### src/rtl/instr_register_pkg.sv
// Shared types for the instruction register front end:
// opcodes, operands, addresses and the read-sweep states.
package instr_register_pkg;

  typedef enum logic [3:0] {
    ZERO  = 4'd0,
    PASSA = 4'd1,
    PASSB = 4'd2,
    ADD   = 4'd3,
    SUB   = 4'd4,
    MULT  = 4'd5,
    DIV   = 4'd6,
    MOD   = 4'd7
  } opcode_t;

  typedef logic signed [31:0] operand_t;

  typedef logic [4:0] address_t;

  typedef enum logic [1:0] {
    RD_IDLE = 2'd0,
    RD_RUN  = 2'd1,
    RD_DONE = 2'd2
  } rd_state_t;

endpackage

### src/rtl/rr_arbiter2.sv
// Two-way round-robin grant; a tie goes to the
// requester that did not win the last handshake.
module rr_arbiter2 (
  input  logic clk,
  input  logic reset,
  input  logic valid0,
  input  logic valid1,
  input  logic enable,
  output logic ready0,
  output logic ready1
);

  logic last_grant;
  logic pick0;
  logic pick1;

  // Pick one requester; ready only follows its own valid.
  always_comb begin
    pick1  = valid1 & (~valid0 | ~last_grant);
    pick0  = valid0 & ~pick1;
    ready0 = pick0 & enable;
    ready1 = pick1 & enable;
  end

  // Remember the winner of each completed handshake.
  always_ff @(posedge clk) begin
    if (reset)
      last_grant <= 1'b1;
    else if (ready0 | ready1)
      last_grant <= ready1;
  end

endmodule

### src/rtl/instr_reg_arbiter.sv
// Write-port arbiter, pointer/occupancy tracker and
// read sweeper in front of the instruction register.
module instr_reg_arbiter
  import instr_register_pkg::*;
#(
  parameter int DEPTH = 32,
  parameter bit WRAP  = 1'b0
) (
  input  logic                   clk,
  input  logic                   reset,
  input  logic                   req0_valid,
  output logic                   req0_ready,
  input  opcode_t                req0_opcode,
  input  operand_t               req0_operand_a,
  input  operand_t               req0_operand_b,
  input  logic                   req1_valid,
  output logic                   req1_ready,
  input  opcode_t                req1_opcode,
  input  operand_t               req1_operand_a,
  input  operand_t               req1_operand_b,
  output logic                   load_en,
  output opcode_t                opcode,
  output operand_t               operand_a,
  output operand_t               operand_b,
  output address_t               write_pointer,
  output address_t               read_pointer,
  input  logic                   rd_start,
  output logic                   rd_valid,
  output logic                   rd_busy,
  output logic                   rd_done,
  output logic [$clog2(DEPTH):0] count,
  output logic                   full
);

  localparam int CW = $clog2(DEPTH) + 1;

  logic          accept;
  logic [CW:0]   occ;
  logic          hs0;
  logic          hs1;
  rd_state_t     rd_state;
  logic [CW-1:0] rd_len;
  logic [CW-1:0] rd_idx;

  assign full = (count == CW'(DEPTH));

  // The write in flight already owns a slot, so it
  // counts against the room left before full.
  assign occ    = {1'b0, count} + {{CW{1'b0}}, load_en};
  assign accept = WRAP || (occ < (CW+1)'(DEPTH));

  rr_arbiter2 u_arb (
    .clk    (clk),
    .reset  (reset),
    .valid0 (req0_valid),
    .valid1 (req1_valid),
    .enable (accept),
    .ready0 (req0_ready),
    .ready1 (req1_ready)
  );

  assign hs0 = req0_valid & req0_ready;
  assign hs1 = req1_valid & req1_ready;

  // Register the granted instruction; strobe it next cycle.
  always_ff @(posedge clk) begin
    if (reset) begin
      load_en   <= 1'b0;
      opcode    <= ZERO;
      operand_a <= '0;
      operand_b <= '0;
    end else begin
      load_en <= hs0 | hs1;
      if (hs1) begin
        opcode    <= req1_opcode;
        operand_a <= req1_operand_a;
        operand_b <= req1_operand_b;
      end else if (hs0) begin
        opcode    <= req0_opcode;
        operand_a <= req0_operand_a;
        operand_b <= req0_operand_b;
      end
    end
  end

  // Advance the write address and occupancy per store.
  always_ff @(posedge clk) begin
    if (reset) begin
      write_pointer <= '0;
      count         <= '0;
    end else if (load_en) begin
      write_pointer <= write_pointer + 1'b1;
      if (!full)
        count <= count + 1'b1;
    end
  end

  // Read sweep over a snapshot of the stored entries.
  always_ff @(posedge clk) begin
    if (reset) begin
      rd_state     <= RD_IDLE;
      rd_len       <= '0;
      rd_idx       <= '0;
      read_pointer <= '0;
    end else begin
      unique case (rd_state)
        RD_IDLE: begin
          if (rd_start) begin
            if (count == '0) begin
              rd_state <= RD_DONE;
            end else begin
              rd_len       <= count;
              rd_idx       <= '0;
              read_pointer <= (WRAP && full) ? write_pointer : '0;
              rd_state     <= RD_RUN;
            end
          end
        end
        RD_RUN: begin
          if (rd_idx == rd_len - 1'b1) begin
            rd_state <= RD_DONE;
          end else begin
            rd_idx       <= rd_idx + 1'b1;
            read_pointer <= read_pointer + 1'b1;
          end
        end
        RD_DONE: rd_state <= RD_IDLE;
        default: rd_state <= RD_IDLE;
      endcase
    end
  end

  assign rd_valid = (rd_state == RD_RUN);
  assign rd_busy  = (rd_state == RD_RUN);
  assign rd_done  = (rd_state == RD_DONE);

endmodule

### config.mk
export PLATFORM = sky130hd
export DESIGN_NAME = instr_reg_arbiter
export DESIGN_NICKNAME = d
export VERILOG_FILES = /design/src/rtl/instr_register_pkg.sv /design/src/rtl/rr_arbiter2.sv /design/src/rtl/instr_reg_arbiter.sv
export SDC_FILE = /design/constraint.sdc
export NUM_CORES = 1
export LEC_CHECK = 0
export CORE_MARGIN = 2
export CORE_UTILIZATION = 30
export CTS_BUF_LIST = sky130_fd_sc_hd__clkbuf_4
export CTS_CLUSTER_DIAMETER = 120
export DETAILED_ROUTE_END_ITERATION = 8
export PLACE_DENSITY_LB_ADDON = 0.2
export SLEW_MARGIN = 20
export SYNTH_ARGS = -nofsm -noshare
export SYNTH_HDL_FRONTEND = slang
export SYNTH_HIERARCHICAL = 1
export SYNTH_SLANG_ARGS = --single-unit
### constraint.sdc
create_clock -name clk -period 2.5 [get_ports clk]
set_clock_uncertainty 0.2 [all_clocks]
set_input_delay 0.375 -clock clk [delete_from_list [all_inputs] [get_ports clk]]
set_output_delay 0.375 -clock clk [all_outputs]
set_load 0.02 [all_outputs]
# Word-level counts from Yosys, hierarchy flattened
# Cells that the tools add are included.
[word_totals]
register_bits = 100
inputBits = 141
word_cells = 66
[op_classes]
bitwise_logic = 14
n_reduce_logical = 8
order_cmp = 1
eq_ne = 8
n_addsub = 6
mux = 18
[op_table]
columns = ["cell", "count"]
rows = [
  ["32-bit two-way mux", 4],
  ["6-bit two-way mux", 3],
  ["5-bit two-way mux", 3],
  ["6-bit by 1-bit adder with 6-bit output, second input constant", 2],
  ["6-bit one-hot mux with 2 select lines", 1],
  ["5-bit by 1-bit adder with 5-bit output, second input constant", 2],
  ["5-bit one-hot mux with 2 select lines", 1],
  ["4-bit two-way mux", 2],
  ["6-bit by 1-bit adder with 7-bit output", 1],
  ["7-bit by 6-bit < comparator with 1-bit output, second input constant", 1],
  ["1-bit bitwise AND", 6],
  ["6-bit == test", 1],
  ["6-bit == test, second input constant", 1],
  ["6-bit logical NOT", 1],
  ["2-bit two-way mux", 3],
  ["2-bit != test, second input constant", 3],
  ["6-bit by 1-bit subtractor with 6-bit output, second input constant", 1],
  ["1-bit NOT", 5],
  ["2-bit one-hot mux with 2 select lines", 1],
  ["2-bit AND reduction", 2],
  ["4-bit AND reduction", 1],
  ["2-bit nonzero test", 2],
  ["1-bit OR", 3],
  ["3-bit AND reduction", 1],
  ["4 further kinds", 4],
]

# Longest topological paths before layout
[logic_depth]
word_depth = 9
mapped_depth = 12
depth_no_buf = 8

# Modules after synthesis
# The synthesis kept the hierarchy.
[modules_own_cells]
columns = ["module", "cells_each", "area_per_inst_um2", "seq_area_each_um2", "n_inst"]
rows = [
  ["instr_reg_arbiter", 599, 4779.6, 1981.9, 1],
  ["rr_arbiter2", 8, 58.8, 20.0, 1],
]

# Least setup slack after synthesis
# No wires, ideal clock.
[synth_path]
path_type = "flip-flop to flip-flop"
start = "reg load_en"
end = "reg operand_a[10]"
setup_slack_ns = -0.300
stages_incl_launch_ff = 12
t_arrival_ns = 2.509
n_path_buf = 4
setup_time_ns = 0.091
path_cell_list = "dfxtp_1 clkbuf_1 nand4_1 nor2_1 nor2_1 nand2_1 a21oi_1 clkbuf_1 clkbuf_1 buf_1 nand3_1 a311oi_1"
[synth_via]
elab_chain_len = 5
[synth_lines]
columns = ["item", "line", "rtl"]
rows = [
  ["from (decl)", "instr_reg_arbiter.sv:21", "output logic load_en,"],
  ["from (signal assigned)", "instr_reg_arbiter.sv:73", "load_en <= hs0 | hs1;"],
  ["6-bit by 1-bit adder with 7-bit output", "instr_reg_arbiter.sv:49", "assign occ = {1'b0, count} + {{CW{1'b0}}, load_en};"],
  ["7-bit by 6-bit < comparator with 1-bit output", "instr_reg_arbiter.sv:50", "assign accept = WRAP || (occ < (CW+1)'(DEPTH));"],
  ["named net accept", "instr_reg_arbiter.sv:37", "logic accept;"],
  ["1-bit bitwise AND", "rr_arbiter2.sv:21", "ready0 = pick0 & enable;"],
  ["named net req0_ready", "instr_reg_arbiter.sv:12", "output logic req0_ready,"],
  ["1-bit bitwise AND", "instr_reg_arbiter.sv:62", "assign hs0 = req0_valid & req0_ready;"],
  ["2-bit nonzero test (no source line)", "n/a", ""],
  ["to (signal assigned)", "instr_reg_arbiter.sv:76", "operand_a <= req1_operand_a;"],
  ["to (signal assigned)", "instr_reg_arbiter.sv:80", "operand_a <= req0_operand_a;"],
  ["to (decl)", "instr_reg_arbiter.sv:23", "output operand_t operand_a,"],
]
# The timed path passes the listed nets, and every way through them passes these cells.
# A chain may end at the register's enable or synchronous reset.

# Worst setup path after layout
[layout_path]
start = "reg rd_state[1]"
end = "out rd_busy"
[layout_via]
elab_chain_len = 1
[layout_lines]
columns = ["item", "line", "rtl"]
rows = [
  ["from (decl)", "instr_reg_arbiter.sv:41", "rd_state_t rd_state;"],
  ["from (signal assigned)", "instr_reg_arbiter.sv:101", "rd_state <= RD_IDLE;"],
  ["from (signal assigned)", "instr_reg_arbiter.sv:110", "rd_state <= RD_DONE;"],
  ["from (signal assigned)", "instr_reg_arbiter.sv:115", "rd_state <= RD_RUN;"],
  ["2-bit by 1-bit == test with 1-bit output", "instr_reg_arbiter.sv:134", "assign rd_busy = (rd_state == RD_RUN);"],
  ["to (decl)", "instr_reg_arbiter.sv:29", "output logic rd_busy,"],
]
# Every way passes these cells.

==> impl_results.md <==
- Status: completed
- CTS sink cnt: 100
- Skew-Pair Late Insertion Delay: between 0.4 and 0.5 ns
- TNS Setup: 0 ns
- Via count: between 5000 and 6000
- First drt pass iteration count: 7
- Share of cells above drive strength 1: 0.0829
- Leading cell type in the layout, fill and taps excluded: clkdlybuf4s50_1
- Max-cap check violation count: 0
- Number of I/O pins: between 200 and 250
- Die Footprint: approximately 0.017 sq mm
- Initial DRC count: between 300 and 400
- Antenna-violating nets left: 0
- Ys Warns: 6
- Leakage Power: around 2.7 nW
- Clock transition at path regs: 0.15 ns
- Initial core utilization: 0.306
- Largest net degree at the start of global routing: 70
- Clk root buf: clkbuf_4
- Post-synth top area cell: dfxtp_1
- Slowest cell on the critical path: clkdlybuf4s50_1
- Die X: approximately 130 um
- Synthesized flop and latch total: 100
- Commonest cells after routing, fill and taps aside: clkdlybuf4s50_1 (226), dfxtp_1 (97), nor2_1 (89), nand2_1 (88), nand3_1 (78)
- Minimum hold slack: roughly 0.10 ns
- Initial antenna violation count: 0
- EDFF count, synth: 0
- CTS tree: done
- Global route total overflow: 0
- Post-Syn Area: a little under 0.005 sq mm
- Chip height: 131 um
- Synth cell types: 46
- Family with the most delay on the worst path: buffers and inverters
- Critical Path RT: 1.92 ns
- Layout Area Growth over Synthesis: 58.3%
- Synthesized area per cell: 7.97 sq um
- Combinational share of power: 0.267
- Final hold viol count: 0
- Routed wl met3: 1390 um
- Fmax: roughly 430 MHz
- Worst path arrival time: 1.75 ns
- Worst reg2reg setup slack: 0.19 ns
- Syn_nets: 754
- Clock buffer depth: 2
- Synth Flop Type: dfxtp_1
- Hpwl dp: 12100 um
- Hold WC Path Type: in2reg
- CP Capture Type: output pin
- Synthesized netlist cell count: 607
- DRT met1 WL: 6820 um
- Crit Path Class: reg2out
- Vias/cell: 5.16
- Number of remaining DRC errors: 0
- Row count: between 40 and 50
- CP Launch Type: flip-flop
- Top routing layer in use: met4
- Wirelength, routed: 17000 um
- First-pass GRT wire length: approximately 26000 um
- WP buf/inv: 2
- Clock Power Share: 0.247
- Vias in the first global route: 5269
- Register share of total power: 0.486
- Fin crit share: 0.929
- Max VDD drop: 268 uV
- Slew at the pin with the worst max-slew slack: 0.553 ns
- Slew headroom: 0.628
- Switch share: 0.298
- Overall routing resource usage: 0.197
- Synth top area share: 0.414
- FFs w/ async S/R, synth: 0
- Endpoints failing setup: 0
- H-tree levels: 3
- Pwr dens: 473 mW/mm^2
- Synth top area cells: dfxtp_1 (41%), a311oi_1 (12%), nand3_1 (8.1%), nor2_1 (7.1%), nand2_1 (7.0%)
- Total CTS buffers: 9
- Seq/Total Area, Yosys: 0.414
- Sw power: between 1 and 1.5 mW
- Slew Limit Fails: 0
- Critical path peak fanout: 5
- Post-CTS Setup Bufs: 0
- Fin crit period: around 2.3 ns
- Crit-path cells: nand2b_1 > clkinv_1 > clkdlybuf4s50_1
- Max incr delay on CP: 0.55 ns
- Routed wl met2: 8300 um
- Routability Congestion: around 0.8
- Diodes inserted: 0
- Core region area: about 0.016 sq mm
- NumNets Final: 962
- RSZ-0062 raised after global routing: false
- PortBufs: 231
- Internal Power: 2.55 mW
- DR WL/cell: 16.5 um
## synthesized netlist by cell type, types with 2 or more instances
master	instances
a21oi_1	16
o2111ai_1	2
nand4_1	4
xnor2_1	5
xor2_1	11
nand2_1	90
inv_1	9
buf_1	6
nand2b_1	9
ha_1	6
clkbuf_1	49
nand3b_1	5
mux2i_1	4
nor2_1	91
nor3_1	9
o32ai_1	2
dfxtp_1	100
o21ai_0	5
nor4_1	9
o311ai_2	5
nand3_1	78
a311oi_1	68
## per-stage QoR
stage / worst slack (ns) / util / std cells / power, mW / area [sq um]
global placement: 0.115 / 0.474 / 1020 / 2.75 / 7500
global route: 0.00758 / 0.484 / 1036 / 3.82 / 7660
floorplan: 0.00740 / - / 607 / 2.20 / 4850
finish: 0.178 / 0.484 / 1036 / 3.63 / 7660
CTS: 0.0117 / 0.483 / 1036 / 3.67 / 7640
detailed placement: 0.0219 / 0.474 / 1020 / 2.76 / 7500
## flip-flops by register name, summed over array words and instances, names as in the netlist
register / flops
operand_a: 32
operand_b: 32
count: 6
rd_idx: 6
rd_len: 6
read_pointer: 5
write_pointer: 5
opcode: 4
rd_state: 2
load_en: 1
u_arb/last_grant: 1
## layer usage
metal,vias up,global-route usage
met1,2536,0.224
li1,2598,-
met2,184,0.331
met5,-,0
met3,32,0.0700
met4,0,0.0895
## worst register-to-register path: stages, from the launching register on
cell and delay (ns):
dfxtp_2 0.42, nand4_1 0.18, nor2_2 0.20, nor2_2 0.07
nand2_1 0.14, a21oi_4 0.06, buf_12 0.18, nand2_2 0.19
buf_12 0.20, nand2_1 0.09, a311oi_1 0.30
## kinds of logic after synthesis
group / count (synthesis) / share of synthesized area
fa+ha+maj: 6 / 0.0155
mux: 5 / 0.0106
xor+xnor: 16 / 0.0290
flops: 100 / 0.414
buf+inv: 66 / 0.0520
simple gates: 305 / 0.283
compound gates: 109 / 0.196
## final timing paths
check,startpoint,to,cells past startpoint
worst max-delay path,rd_state[1],rd_busy,3
worst min-delay path,req0_valid,u_arb/last_grant,3
worst max register to register,count[2],operand_a[21],10
worst min register to register,rd_len[5],rd_len[5],2
## cell type report
class                   instances  area (sq um)
multi-input cells             441          2630
well taps                     216           270
clock buffers                  12          90.1
flip-flops and latches        100          2010
inverters                      10          37.5
fillers                      1524          8170
clock inverters                 4          48.8
repair buffers                253          2580
## power by group through the flow
| stage | clock network (mW) | logic (mW) | registers (mW) |
|---|---|---|---|
| floorplan | 0 | 0.295 | 1.91 |
| global placement | 0 | 0.959 | 1.79 |
| detailed placement | 0 | 0.970 | 1.79 |
| CTS | 0.934 | 0.972 | 1.76 |
| global route | 1.01 | 1.03 | 1.78 |
| finish | 0.895 | 0.968 | 1.76 |
## what timing repair did
action | 4_1_cts | 5_1_grt
hold buffers | 0 | 0
gates resized for setup | 9 | 8
setup endpoints to repair | 3 | 46
(Power assumes the default switching activity.)
